--- src/rtl/bcd_disp_scan_pkg.sv ---
// -----------------------------------------------------------------------------
// bcd_disp_scan_pkg
// Shared constants for the six-digit multiplexed seven-segment display scanner:
// the digit count, the active-low segment patterns and the packed value
// type that flows through the shadow/active registers.
// Segment bit order is {dp,g,f,e,d,c,b,a}. A 0 bit lights the segment.
// -----------------------------------------------------------------------------
package bcd_disp_scan_pkg;

  localparam int NUM_DIGITS = 6;

  localparam logic [7:0] SEG_0     = 8'hC0;
  localparam logic [7:0] SEG_1     = 8'hF9;
  localparam logic [7:0] SEG_2     = 8'hA4;
  localparam logic [7:0] SEG_3     = 8'hB0;
  localparam logic [7:0] SEG_4     = 8'h99;
  localparam logic [7:0] SEG_5     = 8'h92;
  localparam logic [7:0] SEG_6     = 8'h82;
  localparam logic [7:0] SEG_7     = 8'hF8;
  localparam logic [7:0] SEG_8     = 8'h80;
  localparam logic [7:0] SEG_9     = 8'h90;
  localparam logic [7:0] SEG_DASH  = 8'hBF;  // segment g only
  localparam logic [7:0] SEG_BLANK = 8'hFF;  // everything dark

  // One displayable value: overflow flag plus six packed BCD digits.
  typedef struct packed {
    logic        ovf;
    logic [23:0] data;
  } disp_val_t;

endpackage

--- src/rtl/bcd_disp_scan_bcd_to_seg.sv ---
// -----------------------------------------------------------------------------
// bcd_to_seg
// Purely combinational BCD to active-low seven-segment decoder.
// Codes 10-15 are not BCD and are shown as a dash.
// Ports:
//   bcd [3:0] in  - digit value
//   seg [7:0] out - active-low {dp,g,f,e,d,c,b,a}, dp always off
// -----------------------------------------------------------------------------
module bcd_to_seg
  import bcd_disp_scan_pkg::*;
(
  input  logic [3:0] bcd,
  output logic [7:0] seg
);

  always_comb begin
    // NOTE: every always_comb output gets a value on every path (here via the
    // default arm); a missing assignment silently infers a latch.
    case (bcd)
      4'd0:    seg = SEG_0;
      4'd1:    seg = SEG_1;
      4'd2:    seg = SEG_2;
      4'd3:    seg = SEG_3;
      4'd4:    seg = SEG_4;
      4'd5:    seg = SEG_5;
      4'd6:    seg = SEG_6;
      4'd7:    seg = SEG_7;
      4'd8:    seg = SEG_8;
      4'd9:    seg = SEG_9;
      default: seg = SEG_DASH;
    endcase
  end

endmodule

--- src/rtl/bcd_disp_scan.sv ---
// -----------------------------------------------------------------------------
// bcd_disp_scan
// Time-multiplexed driver for a six-digit common-anode seven-segment display.
// A prescaler divides clk down to one digit slot per SCAN_DIV clocks; the
// digit index walks 0..5 and its 5->0 wrap marks a frame boundary. Incoming
// values are parked in a shadow register and only promoted to the displayed
// (active) register at a frame boundary, so a frame never mixes two values.
//
// Parameters:
//   SCAN_DIV - clocks per digit slot (2 .. 2**20)
// Ports:
//   clk          in  - system clock, rising edge
//   Rst_n        in  - asynchronous active-low reset
//   data [23:0]  in  - six packed BCD digits, [3:0] least significant
//   ovf          in  - overflow flag travelling with data
//   load         in  - single-cycle strobe qualifying data/ovf
//   seg [7:0]    out - active-low segments {dp,g,f,e,d,c,b,a}, registered
//   dig_sel [5:0] out - active-low one-hot digit enable, registered
//   frame        out - one-cycle pulse in the cycle the index wraps to 0
// Build option:
//   LZB_EN - when defined, leading zeros above the most significant nonzero
//            digit are blanked (digit 0 never; not while ovf is shown).
// -----------------------------------------------------------------------------
module bcd_disp_scan
  import bcd_disp_scan_pkg::*;
#(
  parameter int SCAN_DIV = 50000
) (
  input  logic        clk,
  input  logic        Rst_n,
  input  logic [23:0] data,
  input  logic        ovf,
  input  logic        load,
  output logic [7:0]  seg,
  output logic [5:0]  dig_sel,
  output logic        frame
);

  localparam int              PW         = $clog2(SCAN_DIV);
  localparam logic [PW-1:0]   PRESC_LAST = PW'(SCAN_DIV - 1);
  localparam logic [2:0]      IDX_LAST   = 3'(NUM_DIGITS - 1);

  logic [PW-1:0] presc;
  logic [2:0]    idx;
  disp_val_t     shadow_q;
  disp_val_t     active_q;
  disp_val_t     load_val;

  logic          slot_end;   // prescaler at terminal count
  logic          wrap;       // index about to go 5 -> 0
  logic [3:0]    cur_bcd;
  logic [7:0]    dec_seg;
  logic          blank_digit;
  logic [7:0]    seg_next;
  logic [5:0]    dig_next;

  assign load_val = '{ovf: ovf, data: data};
  assign slot_end = (presc == PRESC_LAST);
  assign wrap     = slot_end && (idx == IDX_LAST);

  // Select the nibble for the digit currently being scanned.
  always_comb begin
    cur_bcd = 4'd0;
    for (int i = 0; i < NUM_DIGITS; i++) begin
      if (idx == 3'(i)) cur_bcd = active_q.data[4*i +: 4];
    end
  end

  bcd_to_seg u_bcd_to_seg (
    .bcd (cur_bcd),
    .seg (dec_seg)
  );

`ifdef LZB_EN
  logic [2:0] msd;  // highest nonzero digit position, 0 if all zero

  always_comb begin
    msd = 3'd0;
    for (int i = 1; i < NUM_DIGITS; i++) begin
      if (active_q.data[4*i +: 4] != 4'd0) msd = 3'(i);
    end
    blank_digit = !active_q.ovf && (idx > msd);
  end
`else
  assign blank_digit = 1'b0;
`endif

  always_comb begin
    seg_next = dec_seg;
    if (active_q.ovf)     seg_next = SEG_DASH;
    else if (blank_digit) seg_next = SEG_BLANK;
    dig_next = ~(6'b000001 << idx);
  end

  // NOTE: state registers use non-blocking assignments so every flop samples
  // the pre-edge value of every other flop, independent of statement order.
  always_ff @(posedge clk or negedge Rst_n) begin
    if (!Rst_n) begin
      presc    <= '0;
      idx      <= 3'd0;
      frame    <= 1'b0;
      // NOTE: the value registers are reset explicitly so a load that was
      // pending when reset hit can never surface after release.
      shadow_q <= '0;
      active_q <= '0;
      seg      <= SEG_BLANK;
      dig_sel  <= 6'h3F;
    end else begin
      presc <= slot_end ? '0 : presc + PW'(1);
      if (slot_end) idx <= wrap ? 3'd0 : idx + 3'd1;
      frame <= wrap;

      if (load) shadow_q <= load_val;
      // A load landing on the boundary goes straight to the display; the
      // shadow copy taken the same cycle is then simply redundant.
      if (wrap) active_q <= load ? load_val : shadow_q;

      seg     <= seg_next;
      dig_sel <= dig_next;
    end
  end

endmodule

--- config.mk ---
export PLATFORM = sky130hd
export DESIGN_NAME = bcd_disp_scan
export DESIGN_NICKNAME = d
export VERILOG_FILES = /design/src/rtl/bcd_disp_scan_pkg.sv /design/src/rtl/bcd_disp_scan_bcd_to_seg.sv /design/src/rtl/bcd_disp_scan.sv
export SDC_FILE = /design/constraint.sdc
export NUM_CORES = 1
export LEC_CHECK = 0
export ABC_AREA = 1
export BUFFER_PORTS_ARGS = -buffer_cell sky130_fd_sc_hd__buf_4
export CORE_AREA = 2 2 84 86
export DETAILED_ROUTE_END_ITERATION = 6
export DIE_AREA = 0 0 86 88
export PLACE_DENSITY = 0.82
export SKIP_CTS_REPAIR_TIMING = 1
export SYNTH_ARGS = -nofsm -noshare
export SYNTH_HDL_FRONTEND = slang
export SYNTH_SLANG_ARGS = --single-unit
--- constraint.sdc ---
create_clock -name clk -period 3.7 [get_ports clk]
set_input_delay 0.37 -clock clk [delete_from_list [all_inputs] [get_ports clk]]
set_output_delay 0.37 -clock clk [all_outputs]
set_load 0.01 [all_outputs]
Word level (Yosys, flattened, before mapping)
Memory sizes are Yosys's and may differ from the RTL's.
Cells that the tools add are included.
{"block": "classes", "add_sub_neg": 2, "eq_ne": 6, "n_shift": 1, "mux": 10, "bitwise": 1, "reduce_logical": 2}
{"operator": "25-bit two-way mux", "count": 1}
{"operator": "4-bit two-way mux", "count": 6}
{"operator": "16-bit by 1-bit adder with 16-bit output, second input constant", "count": 1}
{"operator": "16-bit == test, second input constant", "count": 1}
{"operator": "16-bit two-way mux", "count": 1}
{"operator": "8-bit two-way mux", "count": 1}
{"operator": "3-bit by 2-bit == test with 1-bit output, second input constant", "count": 2}
{"operator": "3-bit == test, second input constant", "count": 2}
{"operator": "6-bit inverter", "count": 1}
{"operator": "1-bit by 3-bit left shift with 6-bit output, first input constant", "count": 1}
{"operator": "3-bit by 1-bit adder with 3-bit output, second input constant", "count": 1}
{"operator": "3-bit by 1-bit == test with 1-bit output, second input constant", "count": 1}
{"operator": "3-bit zero test", "count": 1}
{"operator": "3-bit two-way mux", "count": 1}
{"operator": "1-bit logical AND", "count": 1}
{"block": "totals", "regBits": 84, "rom_bits": 112, "input_bits": 28, "output_inout_bits": 15, "n_memories": 1}
{"memory": "(name not given)", "words": 16, "width": 7, "rd": 1, "rd_ports_with_merged_regs": 0, "wr": 0, "line_no": "bcd_disp_scan_bcd_to_seg.sv:19", "text": "case (bcd)"}

Longest topological paths before layout
An unclocked memory read counts as a cell.
{"block": "depth", "word_depth": 9, "depth_mapped": 18}

Hierarchy
From an unflattened synthesis, not the netlist that was laid out.
{"block": "hier_totals", "hier_cells": 470, "area_unflattened_um2": 3913.8}
{"mod": "bcd_disp_scan", "instances": 1, "cells_per_inst": 433, "area_per_inst_um2": 3716.1}
{"mod": "bcd_to_seg", "instances": 1, "cells_per_inst": 37, "area_per_inst_um2": 197.7}

Worst setup path after synthesis
Ideal clock, no wire load.
{"block": "synth_path", "kind": "register to register", "startpoint": "register idx[0]", "endpoint": "register seg[3]", "setup_ps": 60, "arrival_time_ps": 1869, "setup_slack_ps": 1770, "stages_incl_launch_ff": 17, "n_path_buf": 0, "period_less_slack_ps": 1930, "cell_sequence": "dfrtp_1 ha_1 ha_1 inv_1 nand2_1 inv_1 nand2_1 nand2_1 nand2_1 nand2_1 inv_1 ha_1 inv_1 nand2_1 nand2_1 nand2_1 nand2_1"}
{"block": "synth_via", "elab_chain_len": 9, "elab_cells_between_ends": 14, "cone_classes": "eq/ne: 5; mux: 7; reduce/logical: 1; memory: 1"}
{"item": "start: declaration", "line_no": "bcd_disp_scan.sv:44", "text": "logic [2:0] idx;"}
{"item": "start signal: assignment", "line_no": "bcd_disp_scan.sv:110", "text": "if (slot_end) idx <= wrap ? 3'd0 : idx + 3'd1;"}
{"item": "3-bit zero test", "line_no": "bcd_disp_scan.sv:65", "text": "if (idx == 3'(i)) cur_bcd = active_q.data[4*i +: 4];"}
{"item": "4-bit two-way mux (5 in a row)", "line_no": "bcd_disp_scan.sv:65"}
{"item": "4-bit two-way mux (*)", "line_no": "bcd_disp_scan.sv:65"}
{"item": "memory read 16 x 7 bit (*)"}
{"item": "8-bit two-way mux (*)", "line_no": "bcd_disp_scan.sv:90", "text": "if (active_q.ovf) seg_next = SEG_DASH;"}
{"item": "via seg_next[3]", "line_no": "bcd_disp_scan.sv:54", "text": "logic [7:0] seg_next;"}
{"item": "end signal: assignment", "line_no": "bcd_disp_scan.sv:118", "text": "seg <= seg_next;"}
{"item": "end: declaration", "line_no": "bcd_disp_scan.sv:34", "text": "output logic [7:0] seg,"}
Mark *: on every way through the listed nets, which the timed path passes. The rest lies on a longest branch.
A chain may end at the register's enable or synchronous reset.

Final worst setup path
Ends and elaborated chain as after synthesis.

==> impl.org <==
** Status
- The run finished with clean final reports.

** Clock tree
- In this run the number of H-tree levels came out at 3.
- Counting the buffers created by CTS gives 9.
- Clock transition at the registers of the reported paths :: ~0.080 ns
- CTS placed an instance of sky130_fd_sc_hd__clkbuf_8 at the clock tree root.
- Clk Latency, worst-skew pair :: 0.36 ns
- The clock drives 83 sinks.
- The clock passes through at most 2 buffers.
- TritonCTS built the clock tree.

** Drt
- The final route contains roughly 2900 vias.
- DR WL/cell :: 12.1 microns
- After detailed routing, the number of remaining DRC violations is 0.
- Wires add up to 7140 microns.
- Drt first pass iters :: 5
- Once detail routing completed, the nets flagged for antenna violations numbered 0.
- In this run, the number of DRC markers left after iteration 0 of detailed routing was 123.
- Avg Vias per Cell :: 4.93

** STA
- RSZ-0062 raised after global routing :: no
- Hold timing on the final database bottoms out at a slack of between 0.15 and 0.2 ns.
- Worst slew margin relative to its limit :: 0.342
- Setup violations remaining at the end of the flow were counted as 0.
- Min cycle time layout :: ~2.2 ns
- The number of endpoints with negative hold slack in the final report came to 0.
- Dividing the final minimum period by the clock period gives 0.596.
- Total Negative Setup Slacks :: 0 ns
- Highest clock frequency the design can meet :: 0.453 GHz
- For the pin with the worst max-slew slack, the measured transition is between 0.9 and 1 ns.
- The number of max-slew violations in the final report came to 0.
- Maximum clock skew at final layout :: 0.0115 ns

** Global route
- Vias in the first global route :: 2795
- In the global route stage, overall resource usage came out at 0.211.
- The first global-routing pass estimated 12500 microns of wire.
- Antenna violations before repair :: 0
- Entering global routing, the biggest net connects 84 pins.
- After global routing the overflow that remains totals 0.

** Layout
- At the end of the flow, the number of nets in the layout was 539.
- Area overhead of the layout relative to synthesis :: 15.7%
- 0 antenna diodes ended up in the layout.
- Leaving out fill and tap cells, the most frequent cell in the layout is sky130_fd_sc_hd__nand2_1.
- Layout Cells excl Fill :: a little under 600
- In the final layout, the share of cells above drive strength 1 is 0.155.
- Final Core Density :: 0.651
- Leaving out fill and tap cells, the most frequent cells in the layout are 218 x sky130_fd_sc_hd__nand2_1, 70 x sky130_fd_sc_hd__dfrtp_1, 46 x sky130_fd_sc_hd__inv_1, 42 x sky130_fd_sc_hd__buf_4, 32 x sky130_fd_sc_hd__nor2_1.

** Power and ir drop
- The internal portion of the total power is 0.00136 W.
- IR Drop Worst-Case VDD :: around 0.24 mV
- Summing internal, switching and leakage power gives 0.00174 W.
- Share of power burned in registers :: 0.538
- Dividing total power by cell area gives a power density of roughly 400 mW/mm^2.
- Share of total power in the clock network :: 0.418
- Summed over all cells, the static leakage comes to 2.25 nW.
- Of the total power, the share spent switching nets is 0.219.
- Summed over all nets, the switching power comes to 0.000382 W.
- Combinational group share of total power :: 0.045

** Synthesis
- Total nets after synthesis :: 498
- Number of synthesis warnings :: 0
- Each instance of the synthesized netlist takes up on average 8.07 sq um.
- Synth unique cells :: 32
- Counting every instance in the synthesized netlist gives roughly 460.
- Netlist Area Pre-Place :: 0.00374 sq mm
- Of the synthesized area, sequential elements account for 0.560.
- The synthesized design contains 83 register bits.

** Job
- The tool flagged a number of max-cap violations equal to 0.

** Floorplanning
- From left edge to right edge, the die measures between 80 and 90 microns.
- The total area inside the core boundary comes to 0.00664 sq mm.
- 43 I/O pins were placed.
- Die height :: 88 microns
- The initialized floorplan defines 30 standard-cell rows.
- Starting density of the core :: 0.563
- The die covers 0.00757 sq mm.

** Worst setup path
- At the worst endpoint, the required time is 4.00 ns.
- Type of the worst setup path :: flip-flop to flip-flop
- Category of the worst setup path capture point :: flip-flop
- CP startpoint kind :: flip-flop
- Along the worst path, the maximum fanout reaches 6.
- STA puts the critical path data arrival time at 2.51 ns.

** Placed design
- Count of input and output buffers :: 41
- Dpl cells :: 573
- At the end of routability-driven placement, the weighted congestion stood at 0.871.
- Summed over all nets, the half-perimeter wirelength after detailed placement is 5010 microns.

** Hold path
- Worst min-delay path class :: primary input to async pin
## critical path, stage by stage (launching register included)
cell and delay [ns]:
sky130_fd_sc_hd__dfrtp_1 0.43, sky130_fd_sc_hd__ha_1 0.22, sky130_fd_sc_hd__ha_1 0.23, sky130_fd_sc_hd__inv_1 0.19
sky130_fd_sc_hd__nand2_1 0.08, sky130_fd_sc_hd__inv_1 0.05, sky130_fd_sc_hd__nand2_1 0.05, sky130_fd_sc_hd__nand2_1 0.05
sky130_fd_sc_hd__nand2_1 0.04, sky130_fd_sc_hd__nand2_1 0.14, sky130_fd_sc_hd__inv_1 0.08, sky130_fd_sc_hd__ha_1 0.31
sky130_fd_sc_hd__inv_1 0.06, sky130_fd_sc_hd__nand2_1 0.04, sky130_fd_sc_hd__nand2_1 0.06, sky130_fd_sc_hd__nand2_1 0.05
sky130_fd_sc_hd__nand2_1 0.06
## power by group through the flow
stage	registers, W	clock network (W)	logic [W]
after floorplan	0.000953	0	0.0000338
after detailed placement	0.000955	0	0.0000802
after global routing	0.000940	0.000779	0.0000905
after CTS	0.000938	0.000739	0.0000800
after global placement	0.000954	0	0.0000775
final	0.000938	0.000728	0.0000776
## cell families (layout without fill, tap and decap cells)
group / Yosys count / after routing / share of synthesized area
fa+ha+maj: 7 / 7 / 0.0234
simple gates: 287 / 287 / 0.308
xor+xnor: 4 / 4 / 0.00937
other cells: 1 / 1 / 0.00100
compound gates: 18 / 18 / 0.0315
flops: 83 / 83 / 0.560
buf+inv: 63 / 109 / 0.0669
## synthesized netlist by cell type (all sizes together)
library cell | number | share of area
and3 | 1 | 0.0017
buf | 7 | 0.010
nor3b | 1 | 0.0020
nand2 | 220 | 0.22
clkinv | 2 | 0.0020
or2 | 1 | 0.0017
xor2 | 4 | 0.0094
o21ai | 12 | 0.016
nand4 | 6 | 0.010
a31oi | 1 | 0.0017
nand3 | 20 | 0.027
ha | 7 | 0.023
inv | 49 | 0.050
nor2 | 33 | 0.034
dfstp | 13 | 0.091
a21boi | 1 | 0.0050
clkbuf | 5 | 0.0050
nor3 | 4 | 0.0067
a21oi | 3 | 0.0070
dfrtp | 70 | 0.47
conb | 1 | 0.0010
o22ai | 1 | 0.0017
nor4 | 1 | 0.0017
## path summary, 6_finish.rpt
kind / start / to / slack [ns] / cells after the start
setup / recovery: idx[0] / seg[3] / 1.49 / 16
hold / removal: Rst_n / presc[7] / 0.18 / 1
setup reg to reg: idx[0] / seg[3] / 1.49 / 16
hold reg to reg: presc[0] / presc[0] / 0.47 / 1
max in group asynchronous: Rst_n / shadow_q[12] / 2.89 / 1
min in group clk: data[19] / shadow_q[19] / 0.23 / 3
## state kept, by name, indices dropped and copies added, names as in the netlist
name / cells
idx: 3
active_q: 25
seg: 7
shadow_q: 25
presc: 16
frame: 1
dig_sel: 6
## stage by stage
stage | area [sq um] | setup WS, ns
after global routing | 4320 | 1.26
after floorplan | 3740 | 1.77
after detailed placement | 4100 | 1.55
after CTS | 4320 | 1.51
after global placement | 4100 | 1.59
final | 4320 | 1.49
## per-layer routing
layer | GRT usage | routed length [microns]
met4 | 0.0693 | 146
met2 | 0.344 | 3410
met5 | 0 | 0
met3 | 0.0518 | 297
met1 | 0.279 | 3280
## area by class of cell
class / instances / area, sq um
Clock inverter: 5 / 85.1
Multi-Input combinational cell: 317 / 1400
Inverter: 51 / 194
Tap cell: 80 / 100
Sequential cell: 83 / 2090
Clock buffer: 11 / 141
Timing Repair Buffer: 42 / 315
Fill cell: 540 / 2320
No activity file was read; power rests on OpenSTA's default activity.
